===== config.mk =====
export PLATFORM = sky130hd
export DESIGN_NAME = key_debounce_edge
export DESIGN_NICKNAME = d
export VERILOG_FILES = /design/src/rtl/key_debounce_edge_pkg.sv /design/src/rtl/key_debounce_edge_timer.sv /design/src/rtl/key_debounce_edge.sv
export SDC_FILE = /design/constraint.sdc
export NUM_CORES = 1
export LEC_CHECK = 0
export ABC_AREA = 1
export CAP_MARGIN = 10
export CORE_UTILIZATION = 57
export DETAILED_ROUTE_END_ITERATION = 10
export GPL_ROUTABILITY_DRIVEN = 0
export PLACE_DENSITY = 0.79
export RECOVER_POWER = 50
export SLEW_MARGIN = 20
export SYNTH_ARGS = -nofsm -noshare
export SYNTH_HDL_FRONTEND = slang
export SYNTH_SLANG_ARGS = --single-unit

===== constraint.sdc =====
create_clock -name clk -period 2.1 [get_ports clk]
set_clock_uncertainty 0.1 [all_clocks]
set_input_delay 0.21 -clock clk [delete_from_list [all_inputs] [get_ports clk]]
set_output_delay 0.21 -clock clk [all_outputs]
set_load 0.05 [all_outputs]

===== src/rtl/key_debounce_edge_pkg.sv =====
// Shared definitions for the key debouncer: FSM state encodings and the
// default debounce length for a 50 MHz clock.
package key_debounce_edge_pkg;

  localparam int DEBOUNCE_CYCLES_50MHZ = 50000;

  localparam logic [1:0] ST_REL_STABLE = 2'd0;
  localparam logic [1:0] ST_PRESS_WAIT = 2'd1;
  localparam logic [1:0] ST_PRS_STABLE = 2'd2;
  localparam logic [1:0] ST_REL_WAIT   = 2'd3;

  typedef enum logic [1:0] {
    REL_STABLE = ST_REL_STABLE,
    PRESS_WAIT = ST_PRESS_WAIT,
    PRS_STABLE = ST_PRS_STABLE,
    REL_WAIT   = ST_REL_WAIT
  } state_t;

endpackage


===== src/rtl/key_debounce_edge_timer.sv =====
// Debounce run-length timer: clears, counts consecutive new samples and flags
// the terminal count. It saturates at the terminal count instead of wrapping.
module key_debounce_edge_timer
  import key_debounce_edge_pkg::*;
#(
  parameter int DEBOUNCE_CYCLES = DEBOUNCE_CYCLES_50MHZ,
  parameter int TMR_W           = 16
) (
  input  logic clk,
  input  logic reset_n,
  input  logic i_clr,
  input  logic i_inc,
  output logic o_tc
);

  localparam logic [TMR_W-1:0] TC = TMR_W'(DEBOUNCE_CYCLES - 1);

  logic [TMR_W-1:0] r_tmr;

  always_ff @(posedge clk or negedge reset_n) begin
    if (!reset_n) begin
      r_tmr <= '0;
    end else if (i_clr) begin
      r_tmr <= '0;
    end else if (i_inc && (r_tmr != TC)) begin
      r_tmr <= r_tmr + 1'b1;
    end
  end

  assign o_tc = (r_tmr == TC);

endmodule


===== src/rtl/key_debounce_edge.sv =====
// Debounces a synchronized key level into a clean active-high level, one-cycle
// press/release pulses and a wrapping press event counter.
module key_debounce_edge
  import key_debounce_edge_pkg::*;
#(
  parameter int DEBOUNCE_CYCLES = DEBOUNCE_CYCLES_50MHZ,
  parameter int TMR_W           = 16,
  parameter bit ACTIVE_LOW      = 1'b1,
  parameter int EVT_W           = 8
) (
  input  logic             clk,
  input  logic             reset_n,
  input  logic             sync_in,
  input  logic             count_clr,
  output logic             pressed,
  output logic             press_pulse,
  output logic             release_pulse,
  output logic [EVT_W-1:0] press_count
);

  state_t           r_state;
  logic             r_pressed;
  logic             r_press_pulse;
  logic             r_release_pulse;
  logic [EVT_W-1:0] r_press_count;

  logic w_raw;
  logic w_tc;
  logic w_tmr_inc;
  logic w_tmr_clr;

  assign w_raw = sync_in ^ ACTIVE_LOW;

  // The timer counts only while a run of new samples continues; any other cycle restarts it at 0.
  always_comb begin
    w_tmr_inc = 1'b0;
    case (r_state)
      REL_STABLE: w_tmr_inc = w_raw;
      PRESS_WAIT: w_tmr_inc = w_raw && !w_tc;
      PRS_STABLE: w_tmr_inc = !w_raw;
      REL_WAIT:   w_tmr_inc = !w_raw && !w_tc;
      default:    w_tmr_inc = 1'b0;
    endcase
  end

  assign w_tmr_clr = !w_tmr_inc;

  key_debounce_edge_timer #(
    .DEBOUNCE_CYCLES (DEBOUNCE_CYCLES),
    .TMR_W           (TMR_W)
  ) u_timer (
    .clk     (clk),
    .reset_n (reset_n),
    .i_clr   (w_tmr_clr),
    .i_inc   (w_tmr_inc),
    .o_tc    (w_tc)
  );

  always_ff @(posedge clk or negedge reset_n) begin
    if (!reset_n) begin
      r_state         <= REL_STABLE;
      r_pressed       <= 1'b0;
      r_press_pulse   <= 1'b0;
      r_release_pulse <= 1'b0;
    end else begin
      r_press_pulse   <= 1'b0;
      r_release_pulse <= 1'b0;
      case (r_state)
        REL_STABLE: begin
          if (w_raw) r_state <= PRESS_WAIT;
        end
        PRESS_WAIT: begin
          if (!w_raw) begin
            r_state <= REL_STABLE;
          end else if (w_tc) begin
            r_state       <= PRS_STABLE;
            r_pressed     <= 1'b1;
            r_press_pulse <= 1'b1;
          end
        end
        PRS_STABLE: begin
          if (!w_raw) r_state <= REL_WAIT;
        end
        REL_WAIT: begin
          if (w_raw) begin
            r_state <= PRS_STABLE;
          end else if (w_tc) begin
            r_state         <= REL_STABLE;
            r_pressed       <= 1'b0;
            r_release_pulse <= 1'b1;
          end
        end
        default: r_state <= REL_STABLE;
      endcase
    end
  end

  // A clear that coincides with a press pulse keeps that press.
  always_ff @(posedge clk or negedge reset_n) begin
    if (!reset_n) begin
      r_press_count <= '0;
    end else if (count_clr) begin
      r_press_count <= EVT_W'(r_press_pulse);
    end else if (r_press_pulse) begin
      r_press_count <= r_press_count + 1'b1;
    end
  end

  assign pressed       = r_pressed;
  assign press_pulse   = r_press_pulse;
  assign release_pulse = r_release_pulse;
  assign press_count   = r_press_count;

endmodule

==> summary.md, run 1 <==
| Metric | Value |
|---|---|
| Register area share after synthesis | 0.428 |
| Final setup violation count | 0 |
| Wire length per cell | 11.2 um |
| Initial antenna violation count | 0 |
| Area Overhead vs Synth | 15.6% |
| Worst r2r src | u_timer.r_tmr[0] |
| Main synth FF type | dfrtp_1 |
| Core area | 2780 um^2 |
| Clock network power share | 0.311 |
| Final antenna-violating net count | 0 |
| Kind of critical path | flip-flop to output port |
| Num CTS Buffers | 5 |
| Worst IR drop on VDD | 0.669 mV |
| Gr ovfl total | 0 |
| Die Height | 56.5 um |
| Crit. End Element | output port |
| Status | finished clean |
| Crit path required time | 1.79 ns |
| Critical Path Fanout Max | 6 |
| Sw frac | 0.335 |
| Critical path cell sequence | clkdlybuf4s50_1 |
| Synth area leader | dfrtp_1 |
| Total routed wirelength | 3090 um |
| Hold_buf cts | 0 |
| Pwr dens | 776 nW/um^2 |
| Sink Count | 29 |
| Tmin final | 1.94 ns |
| Combinational fraction of design power | 0.261 |
| Gr usage total | 0.231 |
| Relative slew slack | 0.540 |
| Crit path DAT | 1.63 ns |
| Fillers | 239 |
| Setup TNS | 0 ns |
| FF/Latch Area | 726 um^2 |
| Longest Clk Path Bufs | 2 |
| Leakage | 0.921 nW |
| Post-Syn Nets | 232 |
| Number of flops mapped to enable cells by yosys | 0 |
| DIE AREA | 3190 um^2 |
| Largest delay contributor family on the critical path | buffers and inverters |
| Clock latency on the worst-skew pair | 0.33 ns |
| Internal power | 1.01 mW |
| Port Buffers | 14 |
| Fin. max-slew vios | 0 |
| Most common cell after layout, fill and taps aside | nand2_1 |
| Leading cell types in the layout, fill and taps excluded | 54 x nand2_1, 29 x dfrtp_1, 28 x inv_1, 28 x nor2_1, 17 x nand3_1 |
| Design Area, Final | 1960 um^2 |
| Setup bufs post-CTS | 0 |
| Final nets | 253 |
| Crit. path cell count | 1 |
| Cts repair resizes | 0 |
| Initial Util | 0.609 |
| CP Buf/Inv Count | 1 |
| Max Cap Violations | 0 |
| Setup slack, reg-to-reg | 0.46 ns |
| Finished Layout Cells | 277 |
| Clock-pin slew on the worst setup and hold paths | 0.09 ns |
| Synth Instances | 224 |
| Final Hold Fails | 0 |
| Root buf cell | clkbuf_4 |
| Tcrit/Tclk final | 0.922 |
| Chip Width | 56.5 um |
| Sw Pwr | 509 uW |
| Hold WS | 0.340 ns |
| Residual DRC | 0 |
| Number of core rows | 19 |
| Utilization after layout | 0.704 |
| Drt pass-1 iters | 4 |
| Max Fclk | 516 MHz |
| Dpl cells | 269 |
| Worst-Margin Slew | 0.689 ns |
| RSZ-0062 raised after global routing | false |
| Worst path max stage delay | 0.84 ns |
| Mapped Avg Cell Area | 7.56 um^2 |
| Mapped cell area | 1690 um^2 |
| #FFs+latches synth | 29 |
| DR iter-0 viols | 55 |
| Reg2Reg Depth | 8 |
| Yosys cell types | 23 |
| CTS H-Tree Depth | 2 |
| CTS tree | done |
| FF-to-FF End | u_timer.r_tmr[10] |
| Via Count | 1,401 |
| Antenna cells | 0 |
| Area taken by multi-input logic gates | 838 um^2 |
| Warnings, synthesis | 0 |
| Layout cells sized above 1 | 0.138 |
| FFs w/ async S/R, synth | 1.00 |
| HPWL after DPL | 2310 um |
| Hold Crit Class | input pin to asynchronous set/reset pin |
| Vias in the first global route | 1,307 |
| Slowest stage cell on the critical path | clkdlybuf4s50_1 |
| Placed cell area | 1880 um^2 |
| Ports | 15 |
| Startpoint types | flip-flop |
| Pin count of the biggest net entering global routing | 30 |
| Synth area leaders | dfrtp_1 43%, nand2_1 12%, inv_1 6.2%, nor2_1 6.2%, nor2_2 5.2% |
| Global-route wire length before repair | 5580 um |
| Register share of total power | 0.428 |
| Vias/cell | 5.06 |
| Area share of the largest cell type after synthesis | 0.428 |
per-layer routing:
metal  up-vias  global-route usage  wire length, um
met5         -                   0                0
met4         0               0.132               79
met3         8              0.0553              128
met2        28               0.329             1300
met1       624               0.321             1580
li1        741                   -                -
power groups by stage:
stage	combinational [mW]	sequential [mW]	clock [mW]
after CTS	0.400	0.649	0.483
after global routing	0.455	0.661	0.502
after floorplan	0.348	0.632	0
final	0.396	0.650	0.473
after global placement	0.393	0.661	0
after detailed placement	0.399	0.659	0
flip-flops by register name, indices dropped and copies added (netlist names), named ones only:
| name | count |
|---|---|
| u_timer.r_tmr | 16 |
| pressed | 1 |
| press_pulse | 1 |
| release_pulse | 1 |
| press_count | 8 |
| r_state | 1 |
final cells by class:
| class | count | area share |
|---|---|---|
| clock inverter | 1 | 0.0153 |
| inverter | 31 | 0.0639 |
| tap | 31 | 0.0198 |
| clock buffer | 7 | 0.0281 |
| timing repair buffer | 15 | 0.0741 |
| sequential | 29 | 0.371 |
| multi-input combinational | 163 | 0.428 |
cell usage after synthesis (all sizes together), types with 3 or more instances:
library cell  number
o21ai              7
dfrtp             29
nand2             61
nand4              7
inv               30
nor3               6
xnor2              3
xor2               6
nand3             17
a21oi              6
nor2              43
ha                 4
how the worst max path moves through the flow:
stage | from | end | slack, ns
4_1_cts | press_pulse | press_pulse | 0.15
6_report | press_pulse | press_pulse | 0.16
2_1_floorplan | press_pulse | press_count[5] | 0.56
3_3_place_gp | sync_in | u_timer.r_tmr[12] | 0.29
3_5_place_dp | sync_in | u_timer.r_tmr[4] | 0.26
5_1_grt | press_pulse | press_pulse | 0.10
cell families after synthesis:
logic type,after synthesis,share of synthesized area
XOR/XNOR,9,0.0465
AND/OR/NAND/NOR,136,0.376
flip-flops,29,0.428
buffers and inverters,32,0.0768
adder cells (fa/ha/maj),4,0.0295
AO/OA/AOI/OAI,14,0.0428
metrics by stage:
| step | worst slack [ns] | power, mW |
|---|---|---|
| 2_1_floorplan | 0.559 | 0.981 |
| 3_3_place_gp | 0.286 | 1.05 |
| 3_5_place_dp | 0.255 | 1.06 |
| 4_1_cts | 0.154 | 1.53 |
| 5_1_grt | 0.100 | 1.62 |
| 6_report | 0.164 | 1.52 |
(Power assumes the default switching activity.)
==> run 2: changes to the inputs <==
--- a/config.mk
+++ b/config.mk
@@ -7,10 +7,10 @@
 export LEC_CHECK = 0
 export ABC_AREA = 1
 export CAP_MARGIN = 10
-export CORE_UTILIZATION = 57
+export CORE_UTILIZATION = 61
 export DETAILED_ROUTE_END_ITERATION = 10
 export GPL_ROUTABILITY_DRIVEN = 0
-export PLACE_DENSITY = 0.79
+export PLACE_DENSITY = 0.84
 export RECOVER_POWER = 50
 export SLEW_MARGIN = 20
 export SYNTH_ARGS = -nofsm -noshare
==> constraint.sdc (replaced) <==
create_clock -name clk -period 2.3 [get_ports clk]
set_clock_uncertainty 0.1 [all_clocks]
set_input_delay 0.23 -clock clk [delete_from_list [all_inputs] [get_ports clk]]
set_output_delay 0.23 -clock clk [all_outputs]
set_load 0.05 [all_outputs]
==> summary.md, run 2 (synthesis results as in run 1) <==
| Metric | Value |
|---|---|
| Fin. max-slew vios | 30 (was 0) |
| Hold Crit Class | flip-flop to flip-flop (was input pin to asynchronous set/reset pin) |
| Layout cells sized above 1 | 0.134 (was 0.138) |
| Core area | 2540 um^2 (was 2780 um^2) |
| Clock-pin slew on the worst setup and hold paths | 0.10 ns (was 0.09 ns) |
| Wire length per cell | 11.8 um (was 11.2 um) |
| Largest delay contributor family on the critical path | buffers and inverters (unchanged) |
| DIE AREA | 2990 um^2 (was 3190 um^2) |
| Critical Path Fanout Max | 6 (unchanged) |
| Largest Register | u_timer.r_tmr (unchanged) |
| Chip Width | 54.7 um (was 56.5 um) |
| Status | finished with violations (was finished clean) |
| Initial Util | 0.666 (was 0.609) |
| Max reg flops | 16 (unchanged) |
| Kind of critical path | flip-flop to output port (unchanged) |
| Setup bufs post-CTS | 0 (unchanged) |
| Pwr dens | 716 nW/um^2 (was 776 nW/um^2) |
| Cts repair resizes | 0 (unchanged) |
| Num CTS Buffers | 5 (unchanged) |
| Gr ovfl total | 0 (unchanged) |
| Port Buffers | 14 (unchanged) |
| Crit path required time | 1.97 ns (was 1.79 ns) |
| Crit. End Element | output port (unchanged) |
| Vias in the first global route | 1,300 (was 1,307) |
| Final Hold Fails | 0 (unchanged) |
| Number of core rows | 18 (was 19) |
| Worst path max stage delay | 0.84 ns (about the same) |
| Tcrit/Tclk final | 0.849 |
| Drt pass-1 iters | 4 (unchanged) |
| HPWL after DPL | 2440 um (was 2310 um) |
| DR iter-0 viols | 46 (was 55) |
| Final antenna-violating net count | 0 (unchanged) |
| Critical path cell sequence | clkdlybuf4s50_1 (unchanged) |
| Failing checks | max-capacitance violations, max-slew violations |
| Most common cell after layout, fill and taps aside | nand2_1 (unchanged) |
| Die Height | 54.7 um (was 56.5 um) |
| Dpl cells | 268 (was 269) |
| Via Count | 1,478 (was 1,401) |
| Clock latency on the worst-skew pair | 0.34 ns (was 0.33 ns) |
| Longest Clk Path Bufs | 2 (unchanged) |
| Final nets | 253 (unchanged) |
| Pin count of the biggest net entering global routing | 30 (unchanged) |
| Relative slew slack | -0.0158 (was 0.540) |
| Final setup violation count | 0 (unchanged) |
| Leakage | 0.918 nW (was 0.921 nW) |
| Setup TNS | 0 ns (unchanged) |
| Ports | 15 (unchanged) |
| Max Fclk | 512 MHz |
| Residual DRC | 0 (unchanged) |
| Total routed wirelength | 3270 um (was 3090 um) |
| CTS H-Tree Depth | 2 (unchanged) |
| Worst-Margin Slew | 1.52 ns (was 0.689 ns) |
| CTS tree | done (unchanged) |
| Leading cell types in the layout, fill and taps excluded | 54 x nand2_1, 29 x dfrtp_1, 28 x inv_1, 28 x nor2_1, 17 x nand3_1 (unchanged) |
| Startpoint types | flip-flop (unchanged) |
| RSZ-0062 raised after global routing | false (unchanged) |
| Sink Count | 29 (unchanged) |
| Global-route wire length before repair | 5380 um (was 5580 um) |
| Max Cap Violations | 1 (was 0) |
| CP Buf/Inv Count | 1 (unchanged) |
| Slowest stage cell on the critical path | clkdlybuf4s50_1 (unchanged) |
| Crit path DAT | 1.62 ns (was 1.63 ns) |
| Vias/cell | 5.36 (was 5.06) |
| Gr usage total | 0.260 (was 0.231) |
| Tmin final | 1.95 ns |
| Finished Layout Cells | 276 (was 277) |
| Antenna cells | 0 (unchanged) |
| Hold_buf cts | 0 (unchanged) |
| Initial antenna violation count | 0 (unchanged) |
| Worst IR drop on VDD | 0.710 mV (was 0.669 mV) |
| Area Overhead vs Synth | 15.4% (was 15.6%) |
| Root buf cell | clkbuf_4 (unchanged) |
-- run 2: cell counts in the layout (fill, tap and decap cells not counted) --
Identical to the previous run, type by type.
-- run 2: area by class of cell --
class                           count  area [um^2]
Clock inverter                      1         30.0
Multi-Input combinational cell    163          838
Sequential cell                    29          726
Fill cell                         197          589
Tap cell                           30         37.5
Timing Repair Buffer               15          144
Clock buffer                        7         55.1
Inverter                           31          125
-- run 2: power by group --
group	internal, mW	switching (mW)
clock	0.259	0.186
sequential	0.545	0.0481
combinational	0.119	0.242
total	0.923	0.476
-- run 2: worst paths after layout --
| kind | startpoint | to | slack [ns] | cells after the start |
|---|---|---|---|---|
| max reg2reg | u_timer.r_tmr[0] | u_timer.r_tmr[12] | 0.63 | 8 |
| min in group asynchronous | reset_n | press_count[7] | 0.60 | 2 |
| max | press_count[2] | press_count[2] | 0.35 | 1 |
| max in group asynchronous | reset_n | asynchronous set/reset pin | 0.59 | 2 |
| min | u_timer.r_tmr[1] | u_timer.r_tmr[1] | 0.44 | 2 |
| min reg2reg | u_timer.r_tmr[1] | u_timer.r_tmr[1] | 0.44 | 2 |
-- run 2: through the flow --
step	utilization	instance area [um^2]	worst slack, ns	total power, mW	hold slack, ns
6_report	0.768	1960	0.347	1.40	0.436
5_1_grt	0.768	1960	0.170	1.49	0.456
4_1_cts	0.770	1960	0.342	1.41	0.155
3_5_place_dp	0.736	1870	0.420	0.967	0.423
3_3_place_gp	0.736	1870	0.479	0.947	0.397
2_1_floorplan	-	1690	0.759	0.896	-0.166
-- run 2: metal layers --
layer	part of all wire	wire (um)	track usage
met4	0.012	40	0.103
met3	0.039	126	0.0944
met5	0	0	0
met1	0.47	1530	0.319
met2	0.48	1570	0.412
==> run 3: changes to the inputs <==
--- a/config.mk
+++ b/config.mk
@@ -7,10 +7,10 @@
 export LEC_CHECK = 0
 export ABC_AREA = 1
 export CAP_MARGIN = 10
-export CORE_UTILIZATION = 61
+export CORE_UTILIZATION = 57
 export DETAILED_ROUTE_END_ITERATION = 10
 export GPL_ROUTABILITY_DRIVEN = 0
-export PLACE_DENSITY = 0.84
+export PLACE_DENSITY = 0.79
 export RECOVER_POWER = 50
 export SLEW_MARGIN = 20
 export SYNTH_ARGS = -nofsm -noshare
==> constraint.sdc (replaced) <==
create_clock -name clk -period 2.03 [get_ports clk]
set_clock_uncertainty 0.1 [all_clocks]
set_input_delay 0.203 -clock clk [delete_from_list [all_inputs] [get_ports clk]]
set_output_delay 0.203 -clock clk [all_outputs]
set_load 0.05 [all_outputs]
==> results of run 3 <==
Same layout as run 1 (identical final DEF). Status: finished clean.
Among the figures that moved: setup slack after placement 0.255 ns -> 0.192 ns; setup slack after layout 0.164 ns -> 0.101 ns; hold slack 0.340 ns -> 0.333 ns; register-to-register setup slack 0.46 ns -> 0.39 ns; total power 1.52 mW -> 1.57 mW; worst IR drop on VDD 0.669 mV -> 0.692 mV
